`config.mk`:
```
export PLATFORM = sky130hd
export DESIGN_NAME = module_escritura_cod_gray
export DESIGN_NICKNAME = d
export VERILOG_FILES = /design/src/rtl/module_escritura_cod_gray_pkg.sv /design/src/rtl/module_tick_refresco.sv /design/src/rtl/module_escritura_cod_gray.sv
export SDC_FILE = /design/constraint.sdc
export NUM_CORES = 1
export LEC_CHECK = 0
export ABC_AREA = 1
export CORE_UTILIZATION = 40
export CTS_BUF_LIST = sky130_fd_sc_hd__clkbuf_8
export DETAILED_ROUTE_END_ITERATION = 10
export PLACE_DENSITY = 0.64
export SETUP_SLACK_MARGIN = 0.3
export SYNTH_ARGS = -nofsm -noshare
export SYNTH_HDL_FRONTEND = slang
export SYNTH_SLANG_ARGS = --single-unit
```
`constraint.sdc`:
```
create_clock -name clk_i -period 1.6 [get_ports clk_i]
set_input_delay 0.16 -clock clk_i [delete_from_list [all_inputs] [get_ports clk_i]]
set_output_delay 0.16 -clock clk_i [all_outputs]
set_load 0.05 [all_outputs]
```
`src/rtl/module_escritura_cod_gray_pkg.sv`:
```
// Shared definitions for the Gray-code writer and reader blocks.
package module_escritura_cod_gray_pkg;

    localparam int DEFAULT_WIDTH   = 4;
    localparam int DEFAULT_REFRESH = 2700000;
    // Widest code the helpers handle; callers cast the result to their own WIDTH.
    localparam int GRAY_MAX_W      = 32;

    // Binary to reflected Gray: each bit is the XOR of itself and the next higher bit.
    function automatic logic [GRAY_MAX_W-1:0] bin2gray(input logic [GRAY_MAX_W-1:0] bin);
        return bin ^ (bin >> 1);
    endfunction

    // Gray to binary: each binary bit is the XOR of all Gray bits at or above it.
    function automatic logic [GRAY_MAX_W-1:0] gray2bin(input logic [GRAY_MAX_W-1:0] gray);
        logic [GRAY_MAX_W-1:0] bin;
        bin[GRAY_MAX_W-1] = gray[GRAY_MAX_W-1];
        for (int i = GRAY_MAX_W - 2; i >= 0; i--) begin
            bin[i] = bin[i+1] ^ gray[i];
        end
        return bin;
    endfunction

endpackage

```
`src/rtl/module_tick_refresco.sv`:
```
// Free-running refresh prescaler: one-cycle registered tick every PERIOD cycles.
module module_tick_refresco #(
    parameter int PERIOD = 2700000
) (
    input  logic clk_i,
    input  logic rst_i,
    input  logic restart_i,
    output logic tick_o
);

    localparam int CW = (PERIOD > 2) ? $clog2(PERIOD) : 1;

    logic [CW-1:0] cnt_q;
    logic          tick_q;

    // Down-count to zero, emit the tick and reload. A restart treats its own
    // cycle as the PERIOD-1 slot, so the first tick after it lands exactly
    // PERIOD cycles later; any tick already due is dropped.
    always_ff @(posedge clk_i) begin
        if (!rst_i) begin
            cnt_q  <= CW'(PERIOD - 1);
            tick_q <= 1'b0;
        end else if (restart_i) begin
            cnt_q  <= CW'(PERIOD - 2);
            tick_q <= 1'b0;
        end else if (cnt_q == '0) begin
            cnt_q  <= CW'(PERIOD - 1);
            tick_q <= 1'b1;
        end else begin
            cnt_q  <= cnt_q - 1'b1;
            tick_q <= 1'b0;
        end
    end

    assign tick_o = tick_q;

endmodule

```
`src/rtl/module_escritura_cod_gray.sv`:
```
// Transmit side of the Gray switch/LED link: up/down count with registered
// binary and Gray outputs plus a one-cycle change strobe.
module module_escritura_cod_gray
    import module_escritura_cod_gray_pkg::*;
#(
    parameter int WIDTH          = DEFAULT_WIDTH,
    parameter int OUTPUT_REFRESH = DEFAULT_REFRESH
) (
    input  logic             clk_i,
    input  logic             rst_i,
    input  logic             en_i,
    input  logic             dir_i,
    input  logic             load_i,
    input  logic [WIDTH-1:0] bin_load_i,
    output logic [WIDTH-1:0] codigo_gray_o,
    output logic [WIDTH-1:0] codigo_bin_o,
    output logic             cambio_o
);

    logic             tick;
    logic             paso;
    logic             actualiza;
    logic [WIDTH-1:0] cuenta_q;
    logic [WIDTH-1:0] cuenta_d;
    logic [WIDTH-1:0] gray_q;
    logic             cambio_q;

    // A load also restarts the prescaler so the next step is a full period away.
    module_tick_refresco #(
        .PERIOD (OUTPUT_REFRESH)
    ) u_tick (
        .clk_i     (clk_i),
        .rst_i     (rst_i),
        .restart_i (load_i),
        .tick_o    (tick)
    );

    // Next count: load beats step, step only on an enabled tick, else hold.
    // Step arithmetic wraps modulo 2^WIDTH by construction.
    always_comb begin
        paso      = tick & en_i;
        actualiza = load_i | paso;
        cuenta_d  = cuenta_q;
        if (load_i) begin
            cuenta_d = bin_load_i;
        end else if (paso) begin
            cuenta_d = dir_i ? (cuenta_q - WIDTH'(1)) : (cuenta_q + WIDTH'(1));
        end
    end

    // Both codes come from the same next value so they can never disagree.
    always_ff @(posedge clk_i) begin
        if (!rst_i) begin
            cuenta_q <= '0;
            gray_q   <= '0;
            cambio_q <= 1'b0;
        end else begin
            cuenta_q <= cuenta_d;
            gray_q   <= WIDTH'(bin2gray(GRAY_MAX_W'(cuenta_d)));
            cambio_q <= actualiza;
        end
    end

    assign codigo_bin_o  = cuenta_q;
    assign codigo_gray_o = gray_q;
    assign cambio_o      = cambio_q;

endmodule

```
=== Word-level counts from Yosys, hierarchy flattened ===
Index checks and enable logic that the tools add are counted.

* Logic and storage cells: 22
* Bits in registers: 32
* Input bits: 9

* Bitwise operators: 4
* Muxes and demuxes: 6
* $add $sub $neg: 3
* Reduce and logical (&&, ||, !) cells: 3

{| class="wikitable"
|+ Operators by type and width
! cell !! count
|-
| $logic_not A22 Y1 || 1
|-
| $sub A22 B1 Y22 const B || 1
|-
| $mux W4 || 3
|-
| $add A4 B1 Y4 const B || 1
|-
| $sub A4 B1 Y4 const B || 1
|-
| $xor A4 B3 Y4 || 1
|-
| $mux W1 || 3
|-
| $reduce_or A3 Y1 || 1
|-
| $reduce_or A2 Y1 || 1
|-
| $and A1 B1 Y1 || 1
|-
| $not A1 Y1 || 1
|-
| $or A1 B1 Y1 || 1
|}

=== Depth between registers and ports, before layout ===
* Word-level depth: 5
* Depth in mapped cells: 11
* Depth with buffers taken out: 11

=== Cells and area by module ===
Synthesis repeated with hierarchy kept, for this count alone.

* Cell total of the unflattened synthesis: 246
* Area total of the unflattened synthesis: 1710.4 um^2

{| class="wikitable"
|+ Modules (own cells, without submodules)
! module !! cells an instance !! seq. area each (um^2) !! instances !! area each (um^2)
|-
| module_tick_refresco || 180 || 460.4 || 1 || 1234.9
|-
| module_escritura_cod_gray || 66 || 160.2 || 1 || 475.5
|}

=== Worst setup path before layout ===
OpenSTA, ideal clock, no wires.

* Kind: register to register
* Start point: register cuenta_q[0] (netlist: codigo_bin_o[0])
* End point: register gray_q[1] (netlist: codigo_gray_o[1])
* Arrival time: 1.652 ns
* Data required time: 1.486 ns
* Stages on the path, launching flop included: 8
* Library setup time: 0.114 ns
* Buffers on the path: 0
* Path slack: -0.166 ns
* Path through: dfxtp_1 > fa_1 > nand2_1 > nand3_1 > o21ai_1 > nor2_1 > a21oi_1 > nor2_1

* Longest elaborated chain between the ends: 5
* Elaborated cells on any way between the ends: 6
* Those cells by class: 2 x add/sub; 3 x mux; 1 x bitwise

{| class="wikitable"
|+ RTL lines
! element !! RTL line !! source
|-
| start: declaration || module_escritura_cod_gray.sv:23 || <nowiki>logic [WIDTH-1:0] cuenta_q;</nowiki>
|-
| start signal: assignment || module_escritura_cod_gray.sv:58 || <nowiki>cuenta_q <= cuenta_d;</nowiki>
|-
| $add A4 B1 Y4 / $sub A4 B1 Y4 (equally long branches) || module_escritura_cod_gray.sv:47 || <nowiki>cuenta_d = dir_i ? (cuenta_q - WIDTH'(1)) : (cuenta_q + WIDTH'(1));</nowiki>
|-
| $mux W4 * || module_escritura_cod_gray.sv:47 ||
|-
| $mux W4 * || module_escritura_cod_gray.sv:46 || <nowiki>end else if (paso) begin</nowiki>
|-
| $mux W4 * || module_escritura_cod_gray.sv:44 || <nowiki>if (load_i) begin</nowiki>
|-
| $xor A4 B3 Y4 * || module_escritura_cod_gray_pkg.sv:11 || <nowiki>return bin ^ (bin >> 1);</nowiki>
|-
| end signal: assignment || module_escritura_cod_gray.sv:59 || <nowiki>gray_q <= WIDTH'(bin2gray(GRAY_MAX_W'(cuenta_d)));</nowiki>
|-
| end: declaration || module_escritura_cod_gray.sv:25 || <nowiki>logic [WIDTH-1:0] gray_q;</nowiki>
|}

Mark *: on every way between the ends. The rest lies on a longest branch, timed or not.
A chain may end at the register's enable or synchronous reset.

=== Worst setup path after layout ===
* Start point: register u_tick.cnt_q[0]
* End point: register u_tick.cnt_q[14]

* Longest elaborated chain between the ends: 2
* Elaborated cells on any way between the ends: 3
* Those cells by class: 1 x add/sub; 2 x reduce/logical

{| class="wikitable"
|+ RTL lines
! element !! RTL line !! source
|-
| start: declaration || module_tick_refresco.sv:13 || <nowiki>logic [CW-1:0] cnt_q;</nowiki>
|-
| start signal: assignment || module_tick_refresco.sv:21 || <nowiki>cnt_q <= CW'(PERIOD - 1);</nowiki>
|-
| start signal: assignment || module_tick_refresco.sv:24 || <nowiki>cnt_q <= CW'(PERIOD - 2);</nowiki>
|-
| start signal: assignment || module_tick_refresco.sv:27 || <nowiki>cnt_q <= CW'(PERIOD - 1);</nowiki>
|-
| branches (longest 2 deep; another with $sub A22 B1 Y22) || -- ||
|}

Several ways; the timed one is not identified.

==> results.py <==
metrics = {
    "sta": {
        "fin_crit_sh_pct": 90.3,
        "setup_viol_count_final": 0,
        "fin_crit_ns": 1.44,
        "finalSetupTns_ns": 0,
        "worst_slew_pin_slew_ns": 0.482,
        "finalClockSkew_ns": 0.0132,
        "fmax_mhz": 692,
        "maxSlewHeadroom_pct": 68.0,
        "hold_viol_final": 0,
        "grt_setup_unrepaired": "yes",
        "slew_viol_final": 0,
        "hold_slack_ns": 0.478,
    },
    "global_route": {
        "grt_pass1_wl_um": 5490,
        "grt_usage_pct": 17.1,
        "grt_pass1_vias": 1331,
        "grt_antenna_before_repair": 0,
        "grt-ovfl-total": 0,
        "grt_max_degree": 11,
    },
    "die": {
        "start_util_pct": 42.5,
        "die_y_um": 64.9,
        "dieArea_um2": 4210,
        "pin_count": 18,
        "coreArea_um2": 3720,
        "rows": 22,
        "die_w_um": 64.9,
    },
    "logic_synthesis": {
        "ys.flop_type": "dfxtp_1",
        "synthTopCellsByArea": "dfxtp_1, nand2_1, nor2_1",
        "synth_top_cell_area_share_pct": 39.3,
        "synth_cells": 216,
        "synth_top_area_cell": "dfxtp_1",
        "ys_seq_area_share_pct": 39.3,
        "synth_nets": 229,
        "yosys_warnings": 0,
        "synth_cell_types": 32,
        "synthArstFlopShare_pct": 0,
        "syn_avg_cell_area_um2": 7.32,
        "synthesis.area_um2": 1580,
        "synth_edf_count": 0,
        "synth-seq-cells": 31,
    },
    "worst_setup_path": {
        "crit_chain": "clkinv_4, ha_4, nand3_4, nor2_4, nand4_1, nand2_4, buf_8, nor2_1",
        "max_stage_delay_ns": 0.36,
        "cpLargestDelayFamily": "simple AND/OR/NAND/NOR gates",
        "crit_buf_inv": 2,
        "arrival_ns": 1.61,
        "slowest_stage": "dfxtp_4",
        "r2r_start": "u_tick.cnt_q[0]",
        "end_kind": "register",
        "worstPathRequired_ns": 1.77,
        "cp_max_fo": 6,
        "critPathLaunch": "u_tick.cnt_q[0]",
        "setup.worst_path.start_class": "register",
        "crit_type": "reg2reg",
    },
    "clock_tree": {
        "cts_tree": "yes",
        "numCtsBuffers": 5,
        "cts-hold-fix-buffers": 0,
        "cts_root_buf": "clkbuf_8",
        "clk_latency_ns": 0.29,
        "clk_path_buf_depth": 2,
        "htreeDepth": 2,
        "path_clk_slew_ns": 0.07,
        "cts_sinks": 31,
    },
    "flow_run": {
        "maxCapViolCount": 0,
    },
    "power": {
        "power_density_nw_per_um2": 767,
        "vdd_ir_drop_max_mv": 0.453,
        "swShare_pct": 26.5,
        "p_int_mw": 1.23,
        "seq_power_share_pct": 47.9,
        "p_comb_share_pct": 14.9,
        "p_sw_mw": 0.445,
        "p_leak_nw": 0.920,
        "p_clk_share_pct": 37.2,
        "power_mw": 1.68,
    },
    "detailed_routing": {
        "ant_nets": 0,
        "drt-total-wl_um": 3400,
        "drc": 0,
        "met3WireLength_um": 151,
        "vias": 1442,
        "first_iter_violations": 45,
        "wl_per_cell_um": 11.1,
        "drt-pass1-iter-count": 4,
        "via_per_inst": 4.70,
        "topRoutingLayerUsed": "met4",
        "wl_met1_um": 1530,
        "wl_met2_um": 1710,
    },
    "final_layout": {
        "nNetsFinal": 271,
        "antennaDiodeCount": 0,
        "design_area_um2": 2190,
        "nFillCells": 359,
        "area_delta_synth_final_pct": 38.5,
        "layout-drive-gt1-share_pct": 33.2,
        "final-instance-count-excl-fill": 307,
    },
    "hold_path": {
        "hp-start": "bin_load_i[3]",
        "hold_path_class": "in2reg",
    },
    "placed_design": {
        "port_buffers": 17,
        "dpl.cell_count": 285,
        "gp_congestion": 0.763,
        "place_area_um2": 1870,
        "hpwl_um": 2330,
    },
    "outcome": {
        "run_status": "finished, final reports clean",
    },
}
## per-stage QoR
stage | util [%] | setup WS (ns)
finish | 58.9 | 0.155
global route | 58.9 | 0.0670
CTS | 55.3 | 0.181
detailed placement | 50.2 | -0.280
global placement | 50.2 | -0.249
floorplan | - | 0.154
## layer usage
layer	global-route usage, %	vias up
li1	-	760
met1	18.9	651
met2	30.1	27
met3	5.46	4
met4	6.67	0
met5	0	-
## worst reg2reg max path: stages, from the launching register on
cell and delay (ns):
dfxtp_4 0.36, clkinv_4 0.06, ha_4 0.14, nand3_4 0.08
nor2_4 0.13, nand4_1 0.18, nand2_4 0.19, buf_8 0.15
nor2_1 0.04
## cell usage after synthesis (all sizes together), types with 2 or more instances
cell   number
nand3      16
nor3        2
a21oi       9
buf         2
xnor2       5
nand4       3
or2         3
nor2       49
ha          3
dfxtp      31
o21ai       8
inv        25
xor2        5
nand2      50
## area by class of cell
class                      instances  area [µm²]  area share, %
multi-input combinational        158         980           44.8
clock inverter                     2        8.76          0.400
tap                               48        60.1           2.74
sequential                        31         638           29.2
timing repair buffer              37         313           14.3
clock buffer                       6        82.6           3.77
inverter                          25         106           4.86
## sequential cells by signal, summed over array words and instances, names as in the netlist
signal         cells
u_tick.cnt_q      22
cambio_o           1
codigo_gray_o      3
codigo_bin_o       4
u_tick.tick_o      1
## layout by cell type, fill, tap and decap left out, types with 2 or more instances in the layout
| cell | netlist | layout |
|---|---|---|
| ha_4 | 0 | 2 |
| xor2_1 | 5 | 5 |
| nand3_2 | 1 | 2 |
| inv_1 | 21 | 21 |
| a21oi_1 | 9 | 3 |
| a21oi_2 | 0 | 6 |
| nor2_4 | 3 | 7 |
| dfxtp_4 | 0 | 4 |
| clkdlybuf4s50_1 | 0 | 7 |
| nand2_1 | 45 | 43 |
| nor2_2 | 7 | 9 |
| clkdlybuf4s15_1 | 0 | 2 |
| buf_4 | 1 | 25 |
| xnor2_1 | 5 | 5 |
| nand3_1 | 14 | 13 |
| clkbuf_8 | 0 | 6 |
| o21ai_0 | 6 | 5 |
| nand2_4 | 1 | 2 |
| inv_2 | 4 | 3 |
| nand2_2 | 4 | 5 |
| nand4_1 | 2 | 2 |
| nor2_1 | 39 | 33 |
| dfxtp_2 | 0 | 2 |
| dfxtp_1 | 31 | 25 |
## final timing paths
path                                    endpoint  slack [ns]  depth (start not counted)
worst max-delay path            u_tick.cnt_q[14]        0.16                          8
worst min-delay path             codigo_bin_o[3]        0.48                          3
worst max register to register  u_tick.cnt_q[14]        0.16                          8
worst min register to register  u_tick.cnt_q[21]        0.48                          2
## logic make-up after synthesis
| kind of cell | share of synthesized area [%] |
|---|---|
| compound gates | 6.33 |
| xor+xnor | 5.54 |
| fa+ha+maj | 3.64 |
| buf+inv | 7.13 |
| flops | 39.3 |
| simple gates | 38.1 |
## timing repair
action,4_1_cts,5_1_grt
setup buffers,9,5
hold endpoints to repair,0,0
setup endpoints to repair,30,31
resized for setup,12,31
pin swaps,12,15
## power groups by stage
stage               clock network (mW)  logic, mW  registers (mW)
finish                           0.624      0.251           0.803
global route                     0.674      0.274           0.805
CTS                              0.641      0.231           0.802
detailed placement                   0      0.217           0.821
global placement                     0      0.216           0.821
floorplan                            0     0.0894           0.873
(Power assumes the default switching activity.)
==> RTL change: new RTL, same flow settings <==
Remove the register `gray_q`: a continuous assignment takes its place, so the output `codigo_gray_o` follows one clock earlier.
--- a/src/rtl/module_escritura_cod_gray.sv
+++ b/src/rtl/module_escritura_cod_gray.sv
@@ -52,14 +52,14 @@
     always_ff @(posedge clk_i) begin
         if (!rst_i) begin
             cuenta_q <= '0;
-            gray_q   <= '0;
             cambio_q <= 1'b0;
         end else begin
             cuenta_q <= cuenta_d;
-            gray_q   <= WIDTH'(bin2gray(GRAY_MAX_W'(cuenta_d)));
             cambio_q <= actualiza;
         end
     end
+
+    assign gray_q = WIDTH'(bin2gray(GRAY_MAX_W'(cuenta_d)));
 
     assign codigo_bin_o  = cuenta_q;
     assign codigo_gray_o = gray_q;
Function: changed (a bounded check fails within 4 cycles, from zero or initial values and one cycle with rst_i low).
==> RTL change against the original RTL <==
- the run now ends with setup timing left
- final cell count is 6.5% higher
- setup slack worse by 0.57 ns
- sequential share of layout area is 6.1 points lower
- routed wire length is 23% higher
- synthesized cell count is 5.6% higher
- die area is 1.2% higher
- sequential cell count is 3 lower
- total power is 6.4% lower
- global-route usage is 3.5 points higher
- area after synthesis is 1.3% higher
- design area is 17% higher
- largest cell class unchanged
- largest power group unchanged
==> RTL change: results (changes against the original RTL) <==
Timing
  • Setup violations, final: 6 (was 0)
  • Worst setup margin: -0.4164 ns (was 0.1550 ns)
  • Hold Slack: 0.4249 ns (was 0.4776 ns)
  • Setup TNS: -1.704 ns (was 0 ns)
  • Setup Skew: 0.003171 ns (was 0.01316 ns)
  • Worst rel slew slack: 76.52% (was 67.97%)

Logic synthesis
  • Area contributors post-synth: dfxtp_1 35%, nand2_1 12%, nor2_1 8.2%, inv_1 5.9%, nand3_1 5.6% (was dfxtp_1 39%, nand2_1 11%, nor2_1 9.3%, inv_1 5.0%, nand3_1 4.4%)
  • Seq/Total Area, Yosys: 35.03% (was 39.27%)
  • Net Count, Synth: 241 (was 229)

Finish
  • Data buffer area share: 18.97% (was 14.29%)
  • Finished Layout Cells: 327 (was 307)
  • Area growth, synth to finish: 59.50% (was 38.48%)
  • Number of fill cells: 312 (was 359)
  • Clock-cell share: 2.157% (was 4.174%)
  • Logic inverters: 29 (was 25)
  • CLK BUF: 4 (was 6)
  • Number of multi-input logic gates: 169 (was 158)
  • Non-clock buffers: 49 (was 37)

GRT
  • Global Route met2 Usage: 32.60% (was 30.08%)
  • GR Util All Layers: 20.64% (was 17.11%)
  • GR Util met3: 3.646% (was 5.458%)
  • First-pass GRT wire length: 6637 µm (was 5492 µm)
  • Vias in the first global route: 1453 (was 1331)

Route
  • Met2 WL post-DR: 2033 µm (was 1705 µm)
  • Via Count: 1599 (was 1442)
  • WL final: 4202 µm (was 3403 µm)
  • Met3 wire length: 117 µm (was 151 µm)

Worst setup path
  • Crit Path Max Fanout: 4 (was 6)
  • Flop-to-flop setup slack: -0.12 ns (was 0.16 ns)
  • Arrival time worst endpoint: 1.86 ns (was 1.61 ns)
  • CP max-delay cell: fa_2 (was dfxtp_4)

Placement
  • Placement Cell Area: 2071 µm² (was 1867 µm²)

Power and ir drop
  • Max IR drop VDD: 476.4 µV (was 453.3 µV)
  • Leak: 0.001031 µW (was 0.0009198 µW)

Clocking
  • TritonCTS buffer count: 3 (was 5)
  • Cts repair resizes: 39 (was 12)

Status
  • Failing checks: setup timing
  • Outcome: finished, violations left (was finished, final reports clean)
==> RTL change: logic make-up after synthesis <==
kind of cell / after synthesis / synth area share, %
simple gates: 138 / 42.53
buf+inv: 31 / 8.132
flops: 28 / 35.03
compound gates: 18 / 5.786
xor+xnor: 9 / 4.926
fa+ha+maj: 4 / 3.597
==> RTL change: where the power goes <==
part | total (µW) | switching (µW) | internal, µW | leakage (µW)
registers | 713 | 10.9 | 702 | 0.000230
logic | 414 | 216 | 198 | 0.000772
clock network | 445 | 224 | 221 | 0.0000288
total | 1570 | 451 | 1120 | 0.00103
==> RTL change: final timing paths <==
path,startpoint,to,depth (start not counted)
setup / recovery,codigo_bin_o[0]$_SDFF_PN0_,codigo_gray_o[2],8
hold / removal,rst_i,u_tick.cnt_q[0]$_SDFF_PN1_,2
setup reg to reg,codigo_bin_o[0]$_SDFF_PN0_,codigo_bin_o[2]$_SDFF_PN0_,8
hold reg to reg,u_tick.cnt_q[2]$_SDFF_PP1_,u_tick.cnt_q[2]$_SDFF_PP1_,2
